==> src/rtl/restoring_divider.sv <==
// ============================================================================
// Module      : restoring_divider
// Description : 32-bit signed divider, one restoring step per cycle, with a
//               single-cycle completion pulse and divide-by-zero flag.
// Revision    : 1.0 - initial release
// ============================================================================
`default_nettype none

module restoring_divider (
  input  logic        clock,
  input  logic        reset,
  input  logic [31:0] data_operandA,
  input  logic [31:0] data_operandB,
  input  logic        ctrl_DIV,
  output logic [31:0] data_result,
  output logic        data_exception,
  output logic        data_resultRDY,
  output logic        busy
);

  localparam logic [1:0] S_IDLE = 2'd0;
  localparam logic [1:0] S_RUN  = 2'd1;
  localparam logic [1:0] S_DONE = 2'd2;

  localparam logic [5:0] C_LAST_STEP = 6'd31;

  logic [1:0]  r_state;
  logic [5:0]  r_cnt;
  logic [31:0] r_rem;
  logic [31:0] r_quo;
  logic [31:0] r_div;
  logic        r_sign;
  logic [31:0] r_result;
  logic        r_exc;

  logic [31:0] w_mag_a;
  logic [31:0] w_mag_b;
  logic [32:0] w_rem_sh;
  logic [32:0] w_trial;
  logic [31:0] w_rem_next;
  logic [31:0] w_quo_next;
  logic [31:0] w_quo_signed;

  // Magnitude of -2^31 wraps to 0x80000000, which is the correct unsigned value.
  assign w_mag_a = data_operandA[31] ? (32'd0 - data_operandA) : data_operandA;
  assign w_mag_b = data_operandB[31] ? (32'd0 - data_operandB) : data_operandB;

  // Remainder stays below the divisor (<= 2^31), so the shifted value never
  // reaches bit 32 and the trial's top bit is a clean borrow indicator.
  assign w_rem_sh = {r_rem, r_quo[31]};
  assign w_trial  = w_rem_sh - {1'b0, r_div};

  always_comb begin
    w_rem_next = w_rem_sh[31:0];
    w_quo_next = {r_quo[30:0], 1'b0};
    if (!w_trial[32]) begin
      w_rem_next = w_trial[31:0];
      w_quo_next = {r_quo[30:0], 1'b1};
    end
  end

  assign w_quo_signed = r_sign ? (32'd0 - w_quo_next) : w_quo_next;

  always_ff @(posedge clock) begin
    if (reset) begin
      r_state  <= S_IDLE;
      r_cnt    <= 6'd0;
      r_rem    <= 32'd0;
      r_quo    <= 32'd0;
      r_div    <= 32'd0;
      r_sign   <= 1'b0;
      r_result <= 32'd0;
      r_exc    <= 1'b0;
    end else begin
      case (r_state)
        S_IDLE: begin
          if (ctrl_DIV) begin
            r_div  <= w_mag_b;
            r_quo  <= w_mag_a;
            r_rem  <= 32'd0;
            r_sign <= data_operandA[31] ^ data_operandB[31];
            r_cnt  <= 6'd0;
            if (w_mag_b == 32'd0) begin
              r_state  <= S_DONE;
              r_result <= 32'd0;
              r_exc    <= 1'b1;
            end else begin
              r_state <= S_RUN;
            end
          end
        end
        S_RUN: begin
          r_rem <= w_rem_next;
          r_quo <= w_quo_next;
          r_cnt <= r_cnt + 6'd1;
          if (r_cnt == C_LAST_STEP) begin
            r_state  <= S_DONE;
            r_result <= w_quo_signed;
            r_exc    <= 1'b0;
          end
        end
        S_DONE: begin
          r_state <= S_IDLE;
        end
        default: begin
          r_state <= S_IDLE;
        end
      endcase
    end
  end

  assign data_result    = r_result;
  assign data_exception = r_exc;
  assign data_resultRDY = (r_state == S_DONE);
  assign busy           = (r_state != S_IDLE);

endmodule

`default_nettype wire

==> config.mk <==
export PLATFORM = sky130hd
export DESIGN_NAME = restoring_divider
export DESIGN_NICKNAME = d
export VERILOG_FILES = /design/src/rtl/restoring_divider.sv
export SDC_FILE = /design/constraint.sdc
export NUM_CORES = 1
export LEC_CHECK = 0
export BUFFER_PORTS_ARGS = -buffer_cell sky130_fd_sc_hd__buf_2
export CAP_MARGIN = 15
export CORE_ASPECT_RATIO = 0.7
export CORE_UTILIZATION = 55
export DETAILED_ROUTE_END_ITERATION = 16
export PLACE_DENSITY = 0.8
export SETUP_SLACK_MARGIN = 0.1
export SYNTH_ARGS = -nofsm -noshare
export SYNTH_HDL_FRONTEND = slang
export SYNTH_SLANG_ARGS = --single-unit
==> constraint.sdc <==
create_clock -name clock -period 5.4 [get_ports clock]
set_clock_uncertainty 0.15 [all_clocks]
set_input_delay 0.54 -clock clock [delete_from_list [all_inputs] [get_ports clock]]
set_output_delay 0.54 -clock clock [all_outputs]
set_load 0.005 [all_outputs]
==> key figures <==
Outcome
  • Result of the run: completed

Layout
  • Fraction of layout cells with a size suffix above 1: a little over an eighth
  • Number of standard cells in the layout, taps in and fillers out: 1503
  • Final-stage net count: about 1400
  • Count of antenna diodes in the layout: 0
  • Area added between synthesis and finish: 11.5%

Synthesis
  • Flops & latches, synth: between 100 and 150
  • Number of library cell types mapped by synthesis: between 70 and 80
  • Commonest cells in the netlist: sky130_fd_sc_hd__dfxtp_1 (138), sky130_fd_sc_hd__nor2_1 (112), sky130_fd_sc_hd__nand2_1 (109)
  • Share of synthesized cell area in full adder, half adder and majority cells: between 5 and 6%
  • Most instantiated flip-flop cell in the synthesis netlist: sky130_fd_sc_hd__dfxtp_1
  • Post-synthesis share of cell area spent on xor and xnor gates: 9.02%
  • Top post-synthesis cells by area: sky130_fd_sc_hd__dfxtp_1 (29%), sky130_fd_sc_hd__ha_1 (4.9%), sky130_fd_sc_hd__xor2_1 (4.7%)
  • Post-synthesis share of cell area spent on and, or, nand and nor gates: approximately a fifth
  • Synthesized net count: 1323
  • Fraction of the mapped netlist area in compound gates: between 20% and 30%
  • Proportion of synthesized chip area in sequential cells: around 29%
  • Number of flops mapped to enable cells by yosys: 0
  • Warnings from Yosys: 0
  • Main combinational cell family by area after synthesis: compound AO/OA/AOI/OAI gates
  • Count of mapped cells out of synthesis: ~1200
  • Cell with the most instances after synthesis: sky130_fd_sc_hd__dfxtp_1
  • Portion of synthesized cell area occupied by the leading cell type: 29.0%
  • Share of synthesized flip-flops with an asynchronous set or reset: 0%
  • Area leader, netlist: sky130_fd_sc_hd__dfxtp_1
  • Synth Cell Area: roughly 9500 um^2
  • Mean post-synth cell area: slightly below 8 um^2
  • Mux cell area share after synthesis: 4.69%

Clock tree
  • Buffer type at the clock tree root: sky130_fd_sc_hd__clkbuf_16
  • H-tree depth: 4
  • Buffer depth of the longest clock path: 2
  • CTS buffer count: 17
  • CTS Hold Buffers Added: 0
  • Insertion delay of the later-clocked pin in the worst-skew pair: ~0.44 ns
  • Clock tree sinks: about 140
  • TritonCTS clock tree: built
  • Post CTS Setup Buffer Count: 0
  • Post-cts sizing count: 0
  • Worst-path clk slew: about 0.06 ns

Timing
  • Final clock period utilization by the worst path: 90.7%
  • Number of endpoints failing setup at the final stage: 0
  • Fmax: 0.204 GHz
  • Relative max-transition margin: roughly 38%
  • Setup repair after global routing missed its margin: false
  • Sum Neg Setup Slack: 0 ns
  • Final max-slew violation count: 0
  • Tmin final: 4.90 ns
  • Hold Vio Cnt, Final: 0
  • Hold WS: approximately 0.29 ns
  • Worst-case setup margin in the final layout: 0.505 ns
  • Worst Tran Pin Value: roughly 0.93 ns

Critical path
  • Worst Path Class, Setup: reg -> reg
  • Flop2flop setup slack: ~0.50 ns
  • Slowest library cell on the worst path: sky130_fd_sc_hd__fa_1
  • Delay of the slowest cell on the worst path: approximately 0.41 ns
  • Worst r2r src: r_quo[31]
  • Crit path required time: approximately 5.6 ns
  • Kind of end point of the critical path: flip-flop
  • Worst Path Max Fanout: 12
  • CP startpoint: r_quo[31]
  • Most frequent cell on the critical path: sky130_fd_sc_hd__ha_1
  • Worst reg-to-reg path cell count: 20
  • Cell-by-cell trace of the critical path: inv_1 -> ha_1 -> fa_1 -> nor2b_1 -> o31a_1 -> o22ai_1 -> o21a_1 -> a311o_1 -> a211o_1 -> a21o_1 -> and2_1 -> inv_2 -> ha_1 -> nand4_1 -> nor2_1 -> nand2_1 -> o31ai_1 -> xor2_1 -> or3_1 -> a21oi_1
  • Data arrival time of the critical path: roughly 5.1 ns
  • Kind of launch point of the worst setup path: flip-flop
  • Worst reg2reg endpoint: data_result[28]
  • Worst setup path end: data_result[28]

Placed design
  • Number of I/O port buffers: 101
  • Final GP Congestion: ~0.92
  • Number of cells in the design after placement: ~1500
  • Post-DP HPWL: just under 20000 um
  • DP Worst Slack: 0.592 ns

Global routing
  • Largest net degree at the start of global routing: 73
  • Vias in the first global route: about 8000
  • GRT Residual Overflow: 0
  • Global-route usage over all layers: between 30% and 40%
  • Wire length of the first global-routing pass: approximately 43000 um
  • Initial antenna violation count: 0

Detailed routing
  • Count of TritonRoute iterations in the first routing pass: 7
  • Avg WL per Cell: about 18 um
  • Starting DRC count in detailed routing: 1328
  • Routed WL: 26700 um
  • Via count: 9296
  • DRC violation count after routing: 0
  • Antenna viol nets, final: 0
  • Detailed-route vias per instance: roughly 6.2

Worst hold path
  • Hold/Removal Path Class: reg -> reg

Die
  • Initial Utilization: 57.3%
  • Die Height: 112 um
  • Die Footprint: around 18000 um^2
  • DIE WIDTH: roughly 160 um
  • Cell Rows: 39
  • Std-Cell Core Area: 16600 um^2
  • Ports: 102

Power and ir drop
  • Sequential share of power: ~34%
  • Logic pwr share: between 30 and 40%
  • Proportion of total power due to net switching: a little over a third
  • Largest vdd supply drop: 168 uV
  • Share of total power in the clock network: about a third
  • Static leakage: 4.16 nW
  • Power per unit of standard cell area: between 300 and 400 nW/um^2
  • Internal Power: ~2.2 mW
  • Switching power summed over all nets: 1.27 mW

Flow run
  • Number of max-cap violations: 0
sequential cells by signal (all words and copies together), names as in the netlist:
name / flops
data_exception: 1
data_result: 32
r_cnt: 6
r_div: 32
r_quo: 32
r_rem: 32
r_sign: 1
r_state: 2
power by group through the flow:
stage	clock, mW	combinational, mW	sequential, mW
4_1_cts	1.11	1.16	1.18
3_5_place_dp	0	1.15	1.20
6_report	1.10	1.18	1.19
2_1_floorplan	0	0.901	1.17
5_1_grt	1.15	1.29	1.20
3_3_place_gp	0	1.13	1.20
worst max-delay path: cells and delay by family (launching register included):
kind / cells / cell delay, ns
fa+ha+maj: 3 / 0.85
buf+inv: 2 / 0.11
flops: 1 / 0.36
simple gates: 6 / 1.27
xor+xnor: 1 / 0.10
compound gates: 8 / 1.99
per-stage QoR:
| step | util, % | area, um^2 | power, mW |
|---|---|---|---|
| floorplan | - | 9510 | 2.07 |
| global placement | 60.6 | 10100 | 2.33 |
| detailed placement | 60.6 | 10100 | 2.35 |
| CTS | 63.9 | 10600 | 3.45 |
| global route | 63.9 | 10600 | 3.65 |
| finish | 63.9 | 10600 | 3.47 |
routing by layer:
layer  routed length, um  GRT usage (%)  share of wire [%]
met5                   0              0                  0
met1               13100           46.9                 49
met2               10200           38.9                 38
met3                3160           9.46                 12
met4                 298           7.24                1.1
cell type report:
type                            count  area, um^2
Inverter                           53         199
Clock inverter                     11        83.8
Multi-Input combinational cell    943        6220
Fill cell                        1466        5980
Sequential cell                   138        2760
Tap cell                          225         282
Timing Repair Buffer              112         588
Clock buffer                       21         470
cells in the final DEF (no fill, tap or decap), types with 6 or more instances in the layout:
cell type / count
sky130_fd_sc_hd__nand3_1: 44
sky130_fd_sc_hd__a31oi_1: 10
sky130_fd_sc_hd__or4_1: 9
sky130_fd_sc_hd__xor2_1: 51
sky130_fd_sc_hd__o21ai_1: 31
sky130_fd_sc_hd__a21o_1: 20
sky130_fd_sc_hd__nand2_1: 109
sky130_fd_sc_hd__o31ai_1: 21
sky130_fd_sc_hd__and3_1: 6
sky130_fd_sc_hd__o21ai_0: 47
sky130_fd_sc_hd__a222oi_1: 18
sky130_fd_sc_hd__clkbuf_16: 17
sky130_fd_sc_hd__o41ai_1: 10
sky130_fd_sc_hd__xnor2_1: 47
sky130_fd_sc_hd__dfxtp_1: 138
sky130_fd_sc_hd__o21a_1: 7
sky130_fd_sc_hd__nand2b_1: 8
sky130_fd_sc_hd__nor2b_1: 12
sky130_fd_sc_hd__a211oi_1: 38
sky130_fd_sc_hd__mux2i_1: 30
sky130_fd_sc_hd__nor4_1: 9
sky130_fd_sc_hd__inv_1: 52
sky130_fd_sc_hd__a32oi_1: 11
sky130_fd_sc_hd__nor2_1: 111
sky130_fd_sc_hd__buf_4: 11
sky130_fd_sc_hd__or3_1: 45
sky130_fd_sc_hd__mux2_2: 11
sky130_fd_sc_hd__a21oi_1: 75
sky130_fd_sc_hd__a221oi_1: 7
sky130_fd_sc_hd__nand4_1: 14
sky130_fd_sc_hd__ha_1: 37
sky130_fd_sc_hd__nor3_1: 21
sky130_fd_sc_hd__a22oi_1: 8
sky130_fd_sc_hd__buf_2: 101
worst min-delay path by stage:
stage | start | end | slack, ns | depth (start not counted)
5_1_grt | data_result[22] | data_result[22] | 0.32 | 2
3_5_place_dp | data_result[22] | data_result[22] | 0.29 | 2
6_report | data_result[22] | data_result[22] | 0.29 | 2
3_3_place_gp | data_result[14] | data_result[14] | 0.29 | 2
2_1_floorplan | r_div[0] | r_div[0] | 0.29 | 2
4_1_cts | data_result[22] | data_result[22] | 0.30 | 2
kinds of logic (layout without fill, tap and decap cells):
| group | after synthesis | in the layout |
|---|---|---|
| compound gates | 351 | 351 |
| xor+xnor | 98 | 98 |
| fa+ha+maj | 38 | 38 |
| buf+inv | 137 | 197 |
| flops | 138 | 138 |
| mux | 43 | 43 |
| simple gates | 413 | 413 |
(Power assumes the default switching activity.)
